File: config.mk
export PLATFORM = sky130hd
export DESIGN_NAME = float_to_fixed
export DESIGN_NICKNAME = d
export VERILOG_FILES = /design/src/rtl/float_to_fixed.sv
export SDC_FILE = /design/constraint.sdc
export NUM_CORES = 1
export LEC_CHECK = 0
export CAP_MARGIN = 10
export CORE_MARGIN = 5
export CORE_UTILIZATION = 35
export DETAILED_ROUTE_END_ITERATION = 10
export PLACE_DENSITY = 0.63
export SLEW_MARGIN = 20
export SYNTH_ARGS = -nofsm -noshare
export SYNTH_HDL_FRONTEND = slang
export SYNTH_SLANG_ARGS = --single-unit
File: constraint.sdc
create_clock -name clk -period 4.58 [get_ports clk]
set_clock_uncertainty 0.15 [all_clocks]
set_input_delay 0.916 -clock clk [delete_from_list [all_inputs] [get_ports clk]]
set_output_delay 0.916 -clock clk [all_outputs]
set_load 0.02 [all_outputs]
File: src/rtl/float_to_fixed.sv
// Converts sign|exponent|fraction floats into saturating signed fixed-point words with Q fractional bits.
// Latency: 3 enabled cycles from input transfer to out_valid; one word per cycle when out_ready is held high.
// Backpressure: the whole pipe stalls when out_valid=1 and out_ready=0; in_ready mirrors the stage enable.
module float_to_fixed #(
    parameter int E_BIT = 5,
    parameter int F_BIT = 8,
    parameter int W     = 16,
    parameter int Q     = 8
) (
    input  logic                   clk,
    input  logic                   rst,
    input  logic [E_BIT+F_BIT:0]   in_data,
    input  logic                   in_valid,
    output logic                   in_ready,
    output logic [W-1:0]           out_data,
    output logic                   out_valid,
    input  logic                   out_ready,
    output logic                   out_ovf
);

    localparam int E_REF = (1 << (E_BIT - 1)) - 1;
    localparam int SH_W  = E_BIT + 2;
    localparam int M_W   = F_BIT + 1;
    localparam int X_W   = W + F_BIT + 2;

    localparam logic signed [SH_W-1:0] SH_OFF  = SH_W'(Q - F_BIT - E_REF);
    localparam logic signed [SH_W-1:0] SH_WMAX = SH_W'(W);
    localparam logic        [SH_W-1:0] N_MAX   = SH_W'(M_W);
    localparam logic [X_W-1:0] MIN_X = {{(X_W-W){1'b0}}, 1'b1, {(W-1){1'b0}}};
    localparam logic [W-1:0]   MAX_P = {1'b0, {(W-1){1'b1}}};
    localparam logic [W-1:0]   MIN_N = {1'b1, {(W-1){1'b0}}};

    // All stages advance together; a stalled output freezes the whole pipe.
    logic en;
    assign en       = !out_valid || out_ready;
    assign in_ready = en;

    logic             in_s;
    logic [E_BIT-1:0] in_e;
    logic [F_BIT-1:0] in_f;
    assign {in_s, in_e, in_f} = in_data;

    logic signed [SH_W-1:0] sh_c;
    assign sh_c = $signed({2'b00, in_e}) + SH_OFF;

    logic                   s1_vld, s1_s, s1_zero, s1_spec;
    logic [M_W-1:0]         s1_m;
    logic signed [SH_W-1:0] s1_sh;

    // Stage 1: split the float, restore the hidden bit, classify and derive the shift.
    always_ff @(posedge clk) begin
        if (rst) begin
            s1_vld <= 1'b0;
        end else if (en) begin
            s1_vld <= in_valid;
            if (in_valid) begin
                s1_s    <= in_s;
                s1_m    <= {1'b1, in_f};
                s1_zero <= (in_e == '0);
                s1_spec <= (&in_e);
                s1_sh   <= sh_c;
            end
        end
    end

    logic [X_W-1:0]  m_x, mag_full;
    logic [SH_W-1:0] n_c;
    logic            big_c, ovf_pre_c, min_c;

    // Stage 2 datapath: align the magnitude; right shifts round half away from zero.
    always_comb begin
        mag_full  = '0;
        ovf_pre_c = 1'b0;
        big_c     = 1'b0;
        min_c     = 1'b0;
        m_x       = X_W'(s1_m);
        n_c       = -s1_sh;
        if (!s1_sh[SH_W-1]) begin
            big_c     = (s1_sh >= SH_WMAX);
            mag_full  = m_x << $unsigned(s1_sh);
            ovf_pre_c = big_c || (|mag_full[X_W-1:W-1]);
        end else if (n_c <= N_MAX) begin
            mag_full = (m_x >> n_c) + ((m_x >> (n_c - 1'b1)) & X_W'(1));
        end
        // Exactly 2^(W-1) is still representable when the sign is negative.
        min_c = !big_c && (mag_full == MIN_X);
        if (s1_zero) begin
            mag_full  = '0;
            ovf_pre_c = 1'b0;
            min_c     = 1'b0;
        end
        if (s1_spec) begin
            ovf_pre_c = 1'b1;
            min_c     = 1'b0;
        end
    end

    logic           s2_vld, s2_s, s2_ovf, s2_min;
    logic [W-1:0]   s2_mag;

    // Stage 2 register: hold the aligned magnitude and the overflow hints.
    always_ff @(posedge clk) begin
        if (rst) begin
            s2_vld <= 1'b0;
        end else if (en) begin
            s2_vld <= s1_vld;
            if (s1_vld) begin
                s2_s   <= s1_s;
                s2_mag <= mag_full[W-1:0];
                s2_ovf <= ovf_pre_c;
                s2_min <= min_c;
            end
        end
    end

    logic [W-1:0] res_c;
    logic         res_ovf_c;

    // Stage 3 datapath: apply the sign and saturate anything outside the signed range.
    always_comb begin
        res_c     = s2_s ? (~s2_mag + 1'b1) : s2_mag;
        res_ovf_c = 1'b0;
        if (s2_s && s2_min) begin
            res_c = MIN_N;
        end else if (s2_ovf || s2_mag[W-1]) begin
            res_c     = s2_s ? MIN_N : MAX_P;
            res_ovf_c = 1'b1;
        end
    end

    // Output register: only moves on an enabled edge so stalled data stays put.
    always_ff @(posedge clk) begin
        if (rst) begin
            out_valid <= 1'b0;
            out_data  <= '0;
            out_ovf   <= 1'b0;
        end else if (en) begin
            out_valid <= s2_vld;
            if (s2_vld) begin
                out_data <= res_c;
                out_ovf  <= res_ovf_c;
            end
        end
    end

endmodule

== Yosys cells after proc, flatten, opt, wreduce, memory -nomap -nowiden ==
Index checks and enable logic that the tools add are counted.

* Memories kept: 0
* Output and inout bits: 19
* RAM bits: 0
* Latch bits: 0
* Memory bits (read-only): 0
* Bits of input ports: 18
* Logic and storage cells: 52
* Register bits: 57

* Muxes and demuxes: 11
* Equal/unequal tests: 1
* Magnitude comparators: 2
* Bitwise gates (word level): 2
* Shifts and indexed selects: 3
* $add $sub $neg: 5
* Reductions and logical operators: 14
* Multipliers: 0
* Divide/modulo/power cells: 0

{| class="wikitable"
|+ Operators with widths
! cell !! count
|-
| 16-bit 2-to-1 mux || 4
|-
| 26-bit 2-to-1 mux || 2
|-
| 26-bit by 1-bit adder with 26-bit output || 1
|-
| 26-bit by 16-bit == test with 1-bit output, second input constant || 1
|-
| 9-bit by 7-bit << shifter with 26-bit output || 1
|-
| 9-bit by 7-bit right shift with 26-bit output || 1
|-
| 16-bit by 1-bit adder with 16-bit output, second input constant || 1
|-
| 16-bit NOT || 1
|-
| 11-bit OR reduction || 1
|-
| 9-bit by 7-bit right shift with 1-bit output || 1
|-
| 6-bit by 5-bit adder with 7-bit output, second input constant || 1
|-
| 7-bit by 6-bit greater-or-equal comparator with 1-bit output, second input constant || 1
|-
| 7-bit by 4-bit <= comparator with 1-bit output, second input constant || 1
|-
| 7-bit negation || 1
|-
| 7-bit by 1-bit subtractor with 7-bit output, second input constant || 1
|-
| 3-bit AND reduction || 2
|-
| 5-bit logical NOT || 1
|-
| 1-bit 2-to-1 mux || 5
|-
| 5-bit AND reduction || 1
|-
| 1-bit logical OR || 3
|-
| 1-bit logical AND || 2
|-
| 1-bit logical NOT || 2
|-
| 2-bit AND reduction || 1
|-
| 2-bit OR reduction || 1
|-
| 1-bit NOT || 1
|}

== Depth between registers and ports, before layout ==
Gate-level depths: netlist of run 1.

* Word-level depth: 8
* Gate-level depth with buffers: 19
* Mapped depth without buffers: 16

== Least setup slack after synthesis of run 1 ==
OpenSTA, ideal clock, no wires.

* Kind: register to register
* From: register s1_sh[0]
* To: register s2_min, data pin
* Path buffers: 3
* Required time: 4.240 ns
* Arrival: 3.542 ns
* Clock period less this slack: 3.882 ns
* Stages on the path, launching flop included: 18
* Library setup time: 0.190 ns
* Slack: 0.698 ns
* Cell sequence: edfxtp_1 inv_1 clkbuf_1 ha_1 buf_4 buf_1 mux2i_1 mux4_2 nor2_1 a31oi_1 nor2_1 ha_1 ha_1 nand2_1 nor3_4 a311o_2 nand4_1 a2111oi_2

* Cells in the longest elaborated chain, start to end: 8
* Elaborated cells between the ends (all ways): 14
* Classes of those cells: 3 x add/sub; 2 x order compare; 1 x eq/ne; 3 x shift; 3 x mux; 2 x reduce/logical

{| class="wikitable"
|+ Ends and longest elaborated chain
! item !! RTL line !! RTL
|-
| from (decl) || 48 || <nowiki>logic signed [SH_W-1:0] s1_sh;</nowiki>
|-
| from (signal assigned) || 61 || <nowiki>s1_sh <= sh_c;</nowiki>
|-
| 7-bit negation || 77 || <nowiki>n_c = -s1_sh;</nowiki>
|-
| 7-bit by 1-bit subtractor with 7-bit output || 83 || <nowiki>mag_full = (m_x >> n_c) + ((m_x >> (n_c - 1'b1)) & X_W'(1));</nowiki>
|-
| 9-bit by 7-bit right shift with 1-bit output || 83 ||
|-
| 26-bit by 1-bit adder with 26-bit output || 83 ||
|-
| 26-bit 2-to-1 mux || 82 || <nowiki>end else if (n_c <= N_MAX) begin</nowiki>
|-
| 26-bit 2-to-1 mux || 78 || <nowiki>if (!s1_sh[SH_W-1]) begin</nowiki>
|-
| 26-bit by 16-bit == test with 1-bit output || 86 || <nowiki>min_c = !big_c && (mag_full == MIN_X);</nowiki>
|-
| 1-bit logical AND (*) || 86 ||
|-
| to (signal assigned) || 111 || <nowiki>s2_min <= min_c;</nowiki>
|-
| to (decl) || 98 || <nowiki>logic s2_vld, s2_s, s2_ovf, s2_min;</nowiki>
|}

Every way passes the cells marked *; elsewhere a longest branch is shown, timed or not.
A chain may end at the register's enable or synchronous reset.

== Final worst setup path of run 1 ==
Same ends and word-level chain as after synthesis.

==> flow_metrics.py, run 1 <==
metrics = {
    "run_status": {
        "status": "complete, no violations",
    },
    "floorplan": {
        "initial_utilization": 0.3595,
        "die_area_mm2": 0.01340,
        "core_mm2": 0.01089,
        "die-width_um": 115.7,
        "io_pins": 37,
        "rows": 38,
        "die-height_um": 115.7,
    },
    "placed_design": {
        "place.gp.congestion": 0.9776,
        "portBuffers": 36,
        "postPlaceCellArea_mm2": 0.004403,
        "dp.cells": 598,
        "dp_hpwl_um": 7497,
    },
    "setup_path": {
        "required_ps": 4580,
        "crit_type": "flop to flop",
        "start_kind": "flop",
        "critPathCaptureType": "flop",
        "worstPathMaxFanout": 8,
        "worstPathArrival_ps": 3840,
        "r2r_cells": 14,
    },
    "clocking": {
        "clockBufferDepth": 2,
        "insertion_delay_ps": 340,
        "cts_tree": "built",
        "clock_sinks": 57,
        "numCtsBuffers": 9,
        "cts_resized": 0,
        "cts_hold_buffers": 0,
        "post-cts-setup-buffers": 0,
        "clock-root-buffer": "clkbuf_8",
        "htree_levels": 3,
        "cts.clk_slew.worst_paths_ps": 60,
    },
    "timing": {
        "setup_tns_ps": 0,
        "max-slew-margin-rel": 0.4210,
        "min_period_ps": 3841,
        "worst_pin_slew_ps": 865.4,
        "rsz0062_at_grt": "no",
        "whs_ps": 287.7,
        "fmax_ghz": 0.2604,
        "setup_viol": 0,
        "hold_violations": 0,
        "drv_slew": 0,
        "final.period_utilization": 0.8386,
    },
    "power_and_ir_drop": {
        "peakVddDrop_v": 0.0002073,
        "p_per_area_mw_per_mm2": 290.6,
        "p_leak_nw": 1.654,
    },
    "logic_synthesis": {
        "synth_edf_count": 37,
        "ys_ff_latch": 57,
        "netlist_area_mm2": 0.003914,
        "syn_inst": 441,
        "synthTopCellsByArea": "edfxtp_1, dfxtp_1, nor2_1",
        "yosysTopAreaCell": "edfxtp_1",
        "synth_flop_cell": "edfxtp_1",
        "synth_fp_nets": 467,
        "ys_warn_count": 0,
        "ys_seq_area_frac": 0.3862,
        "yosys.area.top_type_share": 0.2839,
        "syn_avg_cell_area_um2": 8.875,
        "ys_types": 64,
        "synthArstFlopShare": 0,
    },
    "global_routing": {
        "first_global_vias": 3326,
        "grt_max_degree": 28,
        "antenna_found_initial": 0,
        "grt_util_all_layers": 0.1530,
        "grt-ovfl-total": 0,
        "grt_pass1_wl_um": 16150,
    },
    "layout": {
        "fin_area_mm2": 0.004637,
        "fillers": 1060,
        "fin_nets": 495,
        "fin_cells": 614,
        "area_growth_pct": 18.48,
        "finish.utilization": 0.4259,
        "diodes": 0,
        "drive_above_1_share": 0.09072,
    },
    "drt": {
        "drt_pass1_iterations": 5,
        "via_per_inst": 5.650,
        "ant_nets": 0,
        "drt_iter0_markers": 351,
        "wirelength_um": 9746,
        "vias": 3469,
        "drc": 0,
        "avgRoutedWirePerCell_um": 15.87,
    },
    "hold_path": {
        "min_path_type": "flop to flop",
        "hold_depth": 0,
    },
    "run": {
        "cap_violations": 0,
    },
}
[worst max-delay path, stage by stage, from the launching register on]
cell       delay (ps)
edfxtp_1          510
inv_1             120
ha_1              240
xor2_1            500
mux4_2            580
nor2_1            130
a31oi_1            50
nor2_1            130
ha_1              190
ha_1              170
nand2_1            80
nor3_4            200
a311o_2           220
nand4_1           110
a2111oi_2         280
[Yosys cell counts (4+ instances only)]
library cell  count
and3_1            4
mux2i_1          23
nor4_1            6
xor2_1           16
inv_1            14
dfxtp_1          20
nand2b_1          6
o31ai_1           5
edfxtp_1         37
nor3_1           15
buf_2             6
or3_1             4
and2_1            5
xnor2_1           9
nand2_1          29
o21ai_0          16
a211oi_1          6
nand3_1           6
clkbuf_1         17
a22oi_1           8
nor2b_1           8
ha_1              8
a21oi_1          40
a31oi_1           7
nor2_1           65
[layout make-up]
class,instances,area (µm²),share of cell area
Multi-Input combinational cell,341,2232,0.4814
Clock buffer,10,127.6,0.02752
Timing Repair Buffer,45,427.9,0.09228
Inverter,15,56.30,0.01214
Clock inverter,6,106.4,0.02294
Tap cell,140,175.2,0.03778
Sequential cell,57,1511,0.3260
[final timing paths]
kind	start	to	slack, ps
worst min register to register	s1_s$_DFFE_PP_	s2_s$_DFFE_PP_	290
worst min-delay path	s1_s$_DFFE_PP_	s2_s$_DFFE_PP_	290
worst max-delay path	s1_sh[0]$_DFFE_PP_	s2_min$_SDFFCE_PP0P_	740
worst max register to register	s1_sh[0]$_DFFE_PP_	s2_min$_SDFFCE_PP0P_	740
[logic make-up after synthesis]
family | share of synthesized area
flip-flops | 0.3862
AND/OR/NAND/NOR | 0.2068
adder cells (fa/ha/maj) | 0.02558
buffers and inverters | 0.04604
XOR/XNOR | 0.05595
multiplexers | 0.07896
AO/OA/AOI/OAI | 0.2005
[registers in the layout, summed over array words and instances, names as in the netlist, 7 cells and up]
| register | count |
|---|---|
| s1_sh | 7 |
| s2_mag | 16 |
| out_data | 16 |
| s1_m | 8 |
[power breakdown]
group	leakage (nW)	internal [W]	switching, W	total, W
clock	0.114	0.000358	0.000194	0.000552
combinational	1.05	0.0000864	0.000114	0.000200
sequential	0.485	0.000569	0.0000260	0.000595
[per-layer routing]
layer / GRT usage / routed length, µm / vias up
met5: 0 / 0 / -
met2: 0.2419 / 4527 / 150
li1: - / - / 1679
met3: 0.05222 / 617 / 37
met1: 0.1843 / 4105 / 1603
met4: 0.08121 / 495 / 0
[cells in the final DEF (no fill, tap or decap), types with 7 or more instances in the layout]
master	count
xor2_1	16
mux2i_1	23
a21oi_1	40
inv_1	14
a31oi_1	7
clkbuf_8	9
o21ai_0	16
xnor2_1	9
a22oi_1	8
edfxtp_1	37
dfxtp_1	20
ha_1	8
nor2_1	65
nor3_1	15
nor2b_1	8
nand2_1	29
clkdlybuf4s50_1	36
buf_4	9
[per-stage QoR]
stage | power [W] | setup slack [ps]
floorplan | 0.0007368 | 698.3
CTS | 0.001364 | 754.2
global placement | 0.0008016 | 878.5
global route | 0.001414 | 402.6
finish | 0.001348 | 739.2
detailed placement | 0.0008038 | 761.8
Note: power is estimated with default switching activity, not from simulation.
==> run 2: changes to the inputs <==
Clock period 4.58 ns to 3.7 ns, I/O delays scaled along.
==> run 2 against run 1 <==
  * Wire length up 1.0%
  * Core utilization up 2.2 points
  * Register-to-register slack worse by 630 ps
  * Critical path type unchanged
  * Largest cell class unchanged
==> flow_metrics.py, run 2 (synthesized netlist as in run 1, its figures left out) <==
metrics = {
    "timing": {
        "final.period_utilization": 0.9701,
        "worst_pin_slew_ps": 888.3,
        "drv_slew": 0,
        "max-slew-margin-rel": 0.4056,
        "fmax_ghz": 0.2786,
        "fin_ws_ps": 110.6,
        "min_period_ps": 3589,
        "setup_viol": 0,
        "hold_violations": 0,
        "setup_tns_ps": 0,
    },
    "drt": {
        "via_per_inst": 5.495,
        "ant_nets": 0,
        "drc": 0,
        "drt_iter0_markers": 388,
        "vias": 3500,
        "drt_pass1_iterations": 5,
        "avgRoutedWirePerCell_um": 15.46,
        "wirelength_um": 9845,
    },
    "setup_path": {
        "crit_type": "flop to flop",
        "cp_num_buf_inv": 3,
        "worstPathMaxFanout": 5,
        "max_stage_delay_ps": 430,
        "cp_top_family": "compound AO/OA/AOI/OAI gates",
        "path_cells": "buf_4 -> inv_2 -> ha_4 -> buf_4 -> or2_2 -> o21ai_0 -> a22oi_1 -> o32a_1 -> nor2_2 -> ha_4 -> nand2_2 -> nor3_4 -> a311o_2 -> nand4_1 -> a2111oi_2",
        "worstPathArrival_ps": 3590,
        "slowest_stage": "o32a_1",
        "required_ps": 3700,
        "start_kind": "flop",
        "critPathCaptureType": "flop",
    },
    "global_routing": {
        "grt_max_degree": 29,
        "grt_pass1_wl_um": 16390,
        "antenna_found_initial": 0,
        "grt_util_all_layers": 0.1536,
        "first_global_vias": 3342,
        "grt-ovfl-total": 0,
    },
    "power_and_ir_drop": {
        "netSwitchingPower_w": 0.0004291,
        "peakVddDrop_v": 0.0003629,
        "p_leak_nw": 1.763,
        "comb_power_share": 0.183,
        "p_int_w": 0.001138,
        "clockPowerShare": 0.352,
        "p_per_area_mw_per_mm2": 321.4,
        "swShare": 0.2738,
        "p_seq_frac": 0.465,
    },
    "placed_design": {
        "portBuffers": 36,
        "dp_hpwl_um": 7550,
        "place.gp.congestion": 0.9850,
        "post-place-ws_ps": 50.00,
    },
    "clocking": {
        "insertion_delay_ps": 350,
        "cts_hold_buffers": 0,
        "numCtsBuffers": 9,
        "cts.clk_slew.worst_paths_ps": 70,
        "clock-root-buffer": "clkbuf_8",
        "clockBufferDepth": 2,
        "cts_tree": "built",
        "htree_levels": 3,
        "clock_sinks": 57,
    },
    "layout": {
        "fillers": 1062,
        "mostFrequentLayoutCells": "nor2_1, a21oi_1, edfxtp_1, clkdlybuf4s50_1, buf_4",
        "fin_nets": 518,
        "area_growth_pct": 24.58,
        "diodes": 0,
        "reg_top3": "out_data: 16 flops, s2_mag: 16 flops, s1_m: 8 flops",
        "drive_above_1_share": 0.1650,
        "final_common_cell": "nor2_1",
    },
    "floorplan": {
        "die-height_um": 115.7,
        "rows": 38,
        "core_mm2": 0.01089,
        "initial_utilization": 0.3595,
        "io_pins": 37,
        "die_area_mm2": 0.01340,
        "die-width_um": 115.7,
    },
    "hold_path": {
        "min_path_type": "flop to flop",
    },
    "run_status": {
        "status": "complete, no violations",
    },
    "run": {
        "cap_violations": 0,
    },
}
run 2: cell count changes in the layout (fill, tap and decap cells not counted), moves of 2 or more:
cell	before	now
nor3_1	15	12
nor3_2	0	2
buf_6	0	2
ha_4	0	2
buf_4	9	29
nor2b_1	8	6
ha_1	8	5
bufinv_16	3	1
run 2: per-layer routing:
metal / GRT usage / up-vias / wire length, µm
met1: 0.1962 / 1629 / 4260
met4: 0.05723 / 0 / 263
met5: 0 / - / 0
li1: - / 1723 / -
met2: 0.2481 / 127 / 4682
met3: 0.04386 / 21 / 638
run 2: area by class of cell:
class,count,area [µm²],area share
inverters,15,56.30,0.01155
flip-flops and latches,57,1511,0.3100
repair buffers,68,620.6,0.1273
well taps,140,175.2,0.03593
clock inverters,6,58.81,0.01206
multi-input cells,341,2326,0.4770
clock buffers,10,127.6,0.02617
run 2: repair_timing:
item	4_1_cts	5_1_grt
resized for setup	0	23
setup endpoints to repair	0	2
setup buffers	0	5
run 2: worst paths after layout:
| kind | slack (ps) | cells past startpoint | to | from |
|---|---|---|---|---|
| setup / recovery | 110 | 15 | s2_min$_SDFFCE_PP0P_ | s1_sh[0]$_DFFE_PP_ |
| hold / removal | 290 | 0 | s2_s$_DFFE_PP_ | s1_s$_DFFE_PP_ |
| setup reg to reg | 110 | 15 | s2_min$_SDFFCE_PP0P_ | s1_sh[0]$_DFFE_PP_ |
| hold reg to reg | 290 | 0 | s2_s$_DFFE_PP_ | s1_s$_DFFE_PP_ |
run 2: power groups by stage:
stage	sequential, W	combinational (W)	clock, W
finish	0.000729	0.000286	0.000552
global route	0.000733	0.000312	0.000601
CTS	0.000728	0.000271	0.000570
detailed placement	0.000742	0.000269	0
global placement	0.000741	0.000267	0
floorplan	0.000741	0.000172	0
run 2: metrics by stage:
stage	hold WS (ps)	std cells	area [µm²]	utilization	power, W
floorplan	250.3	441	3926	-	0.0009136
global placement	270.6	616	4546	0.4175	0.001008
detailed placement	285.3	616	4546	0.4175	0.001011
CTS	307.2	632	4732	0.4346	0.001568
finish	293.4	637	4876	0.4478	0.001567
global route	312.4	637	4876	0.4478	0.001645
==> run 3: changes to the inputs <==
Settings changed: CORE_UTILIZATION 35 to 58, PLACE_DENSITY 0.63 to 0.91.
==> run 3 against run 2 <==
  * Sequential share of layout area increased by 0.70 points
  * Non-clock buffer count increased by 1
  * Clock power decreased by 6.7%
  * Largest power group unchanged
==> flow_metrics.py, run 3 (synthesized netlist as in run 1, its figures left out) <==
metrics = {
    "run_status": {
        "status": "complete, no violations",
    },
    "drt": {
        "via_per_inst": 6.403,
        "vias": 3701,
        "drc": 0,
        "wirelength_um": 10360,
        "ant_nets": 0,
        "drt_pass1_iterations": 5,
        "avgRoutedWirePerCell_um": 17.92,
        "drt_iter0_markers": 354,
    },
    "timing": {
        "drv_slew": 0,
        "hold_violations": 0,
        "whs_ps": 307.8,
        "worst_pin_slew_ps": 853.7,
        "setup_viol": 0,
        "fmax_ghz": 0.2770,
        "min_period_ps": 3610,
        "final.period_utilization": 0.9758,
        "max-slew-margin-rel": 0.4287,
        "setup_tns_ps": 0,
    },
    "global_routing": {
        "antenna_found_initial": 0,
        "grt-ovfl-total": 0,
        "grt_util_all_layers": 0.2428,
        "grt_pass1_wl_um": 16440,
        "first_global_vias": 3535,
        "grt_max_degree": 34,
    },
    "setup_path": {
        "required_ps": 3700,
        "rrSetupSlack_ps": 90,
        "r2r-start": "s1_sh[2]$_DFFE_PP_",
        "r2r_cells": 13,
        "worstPathMaxFanout": 7,
        "worstPathArrival_ps": 3610,
        "crit_type": "flop to flop",
        "critPathCaptureType": "flop",
        "start_kind": "flop",
        "reg2reg_to": "s2_min$_SDFFCE_PP0P_",
        "startpoint": "s1_sh[2]$_DFFE_PP_",
        "crit_end": "s2_min$_SDFFCE_PP0P_",
    },
    "power_and_ir_drop": {
        "peakVddDrop_v": 0.0002489,
        "power_w": 0.001534,
        "p_per_area_mw_per_mm2": 321.7,
        "p_leak_nw": 1.767,
    },
    "clocking": {
        "htree_levels": 3,
        "clockBufferDepth": 2,
        "clock-root-buffer": "clkbuf_8",
        "numCtsBuffers": 9,
        "insertion_delay_ps": 350,
        "cts.clk_slew.worst_paths_ps": 70,
        "clock_sinks": 57,
        "cts_tree": "built",
    },
    "layout": {
        "fin_cells": 578,
        "area_growth_pct": 21.83,
        "finish.utilization": 0.7137,
        "mostFrequentLayoutCells": "nor2_1, a21oi_1, edfxtp_1, clkdlybuf4s50_1, buf_4",
        "fin_nets": 519,
        "final_common_cell": "nor2_1",
        "reg_top3": "out_data: 16 flops, s2_mag: 16 flops, s1_m: 8 flops",
        "drive_above_1_share": 0.1566,
        "diodes": 0,
    },
    "placed_design": {
        "dp.cells": 553,
        "place.gp.congestion": 0.9893,
        "portBuffers": 36,
        "dp_hpwl_um": 7492,
    },
    "floorplan": {
        "initial_utilization": 0.5858,
        "die-width_um": 92.15,
        "io_pins": 37,
        "rows": 30,
        "die_area_mm2": 0.008491,
        "core_mm2": 0.006681,
        "die-height_um": 92.15,
    },
    "hold_path": {
        "hold_depth": 0,
        "min_path_type": "flop to flop",
    },
    "run": {
        "cap_violations": 0,
    },
}
-- run 3: layout make-up --
class	count	area, µm²
repair buffers	69	638.1
well taps	80	100.1
clock inverters	5	30.03
clock buffers	11	141.4
multi-input cells	341	2291
inverters	15	56.30
flip-flops and latches	57	1511
fillers	479	1913
-- run 3: repair_timing --
action	CTS	global route
gates resized for setup	0	11
hold buffers	0	0
setup buffers	0	8
setup endpoints to repair	0	3
-- run 3: power breakdown --
group / switching, W / internal (W) / leakage, nW
Clock: 0.000256 / 0.000259 / 0.0934
Sequential: 0.0000268 / 0.000704 / 0.485
Combinational: 0.000159 / 0.000129 / 1.19
-- run 3: metrics by stage --
stage	instance area [µm²]	setup slack, ps
after CTS	4632	153.1
after global routing	4768	-68.80
after global placement	4461	252.5
after detailed placement	4461	179.4
after floorplan	3926	22.66
final	4768	89.53
-- run 3: worst min-delay path by stage --
stage / from / to / slack (ps)
after floorplan: s1_s$_DFFE_PP_ / s2_s$_DFFE_PP_ / 250
final: s1_s$_DFFE_PP_ / s2_s$_DFFE_PP_ / 310
after global placement: s1_s$_DFFE_PP_ / s2_s$_DFFE_PP_ / 280
after detailed placement: s1_s$_DFFE_PP_ / s2_s$_DFFE_PP_ / 280
after global routing: s1_s$_DFFE_PP_ / s2_s$_DFFE_PP_ / 300
after CTS: s1_s$_DFFE_PP_ / s2_s$_DFFE_PP_ / 300
-- run 3: layer usage --
layer,routed length [µm],part of all wire,GRT usage
met1,3915,0.38,0.2685
met2,5304,0.51,0.4331
met3,790,0.076,0.05742
met4,349,0.034,0.1213
met5,0,0,0
-- run 3: worst max-delay path, cell delays in order, from the launching register on --
cell	delay, ps
edfxtp_1	550
or4_4	620
nor2_4	170
a32oi_4	110
nor3_2	220
xor2_1	100
nor3_2	130
ha_2	220
ha_2	180
nand2_1	80
nor3_4	280
a311o_2	220
nand4_1	110
a2111oi_2	280
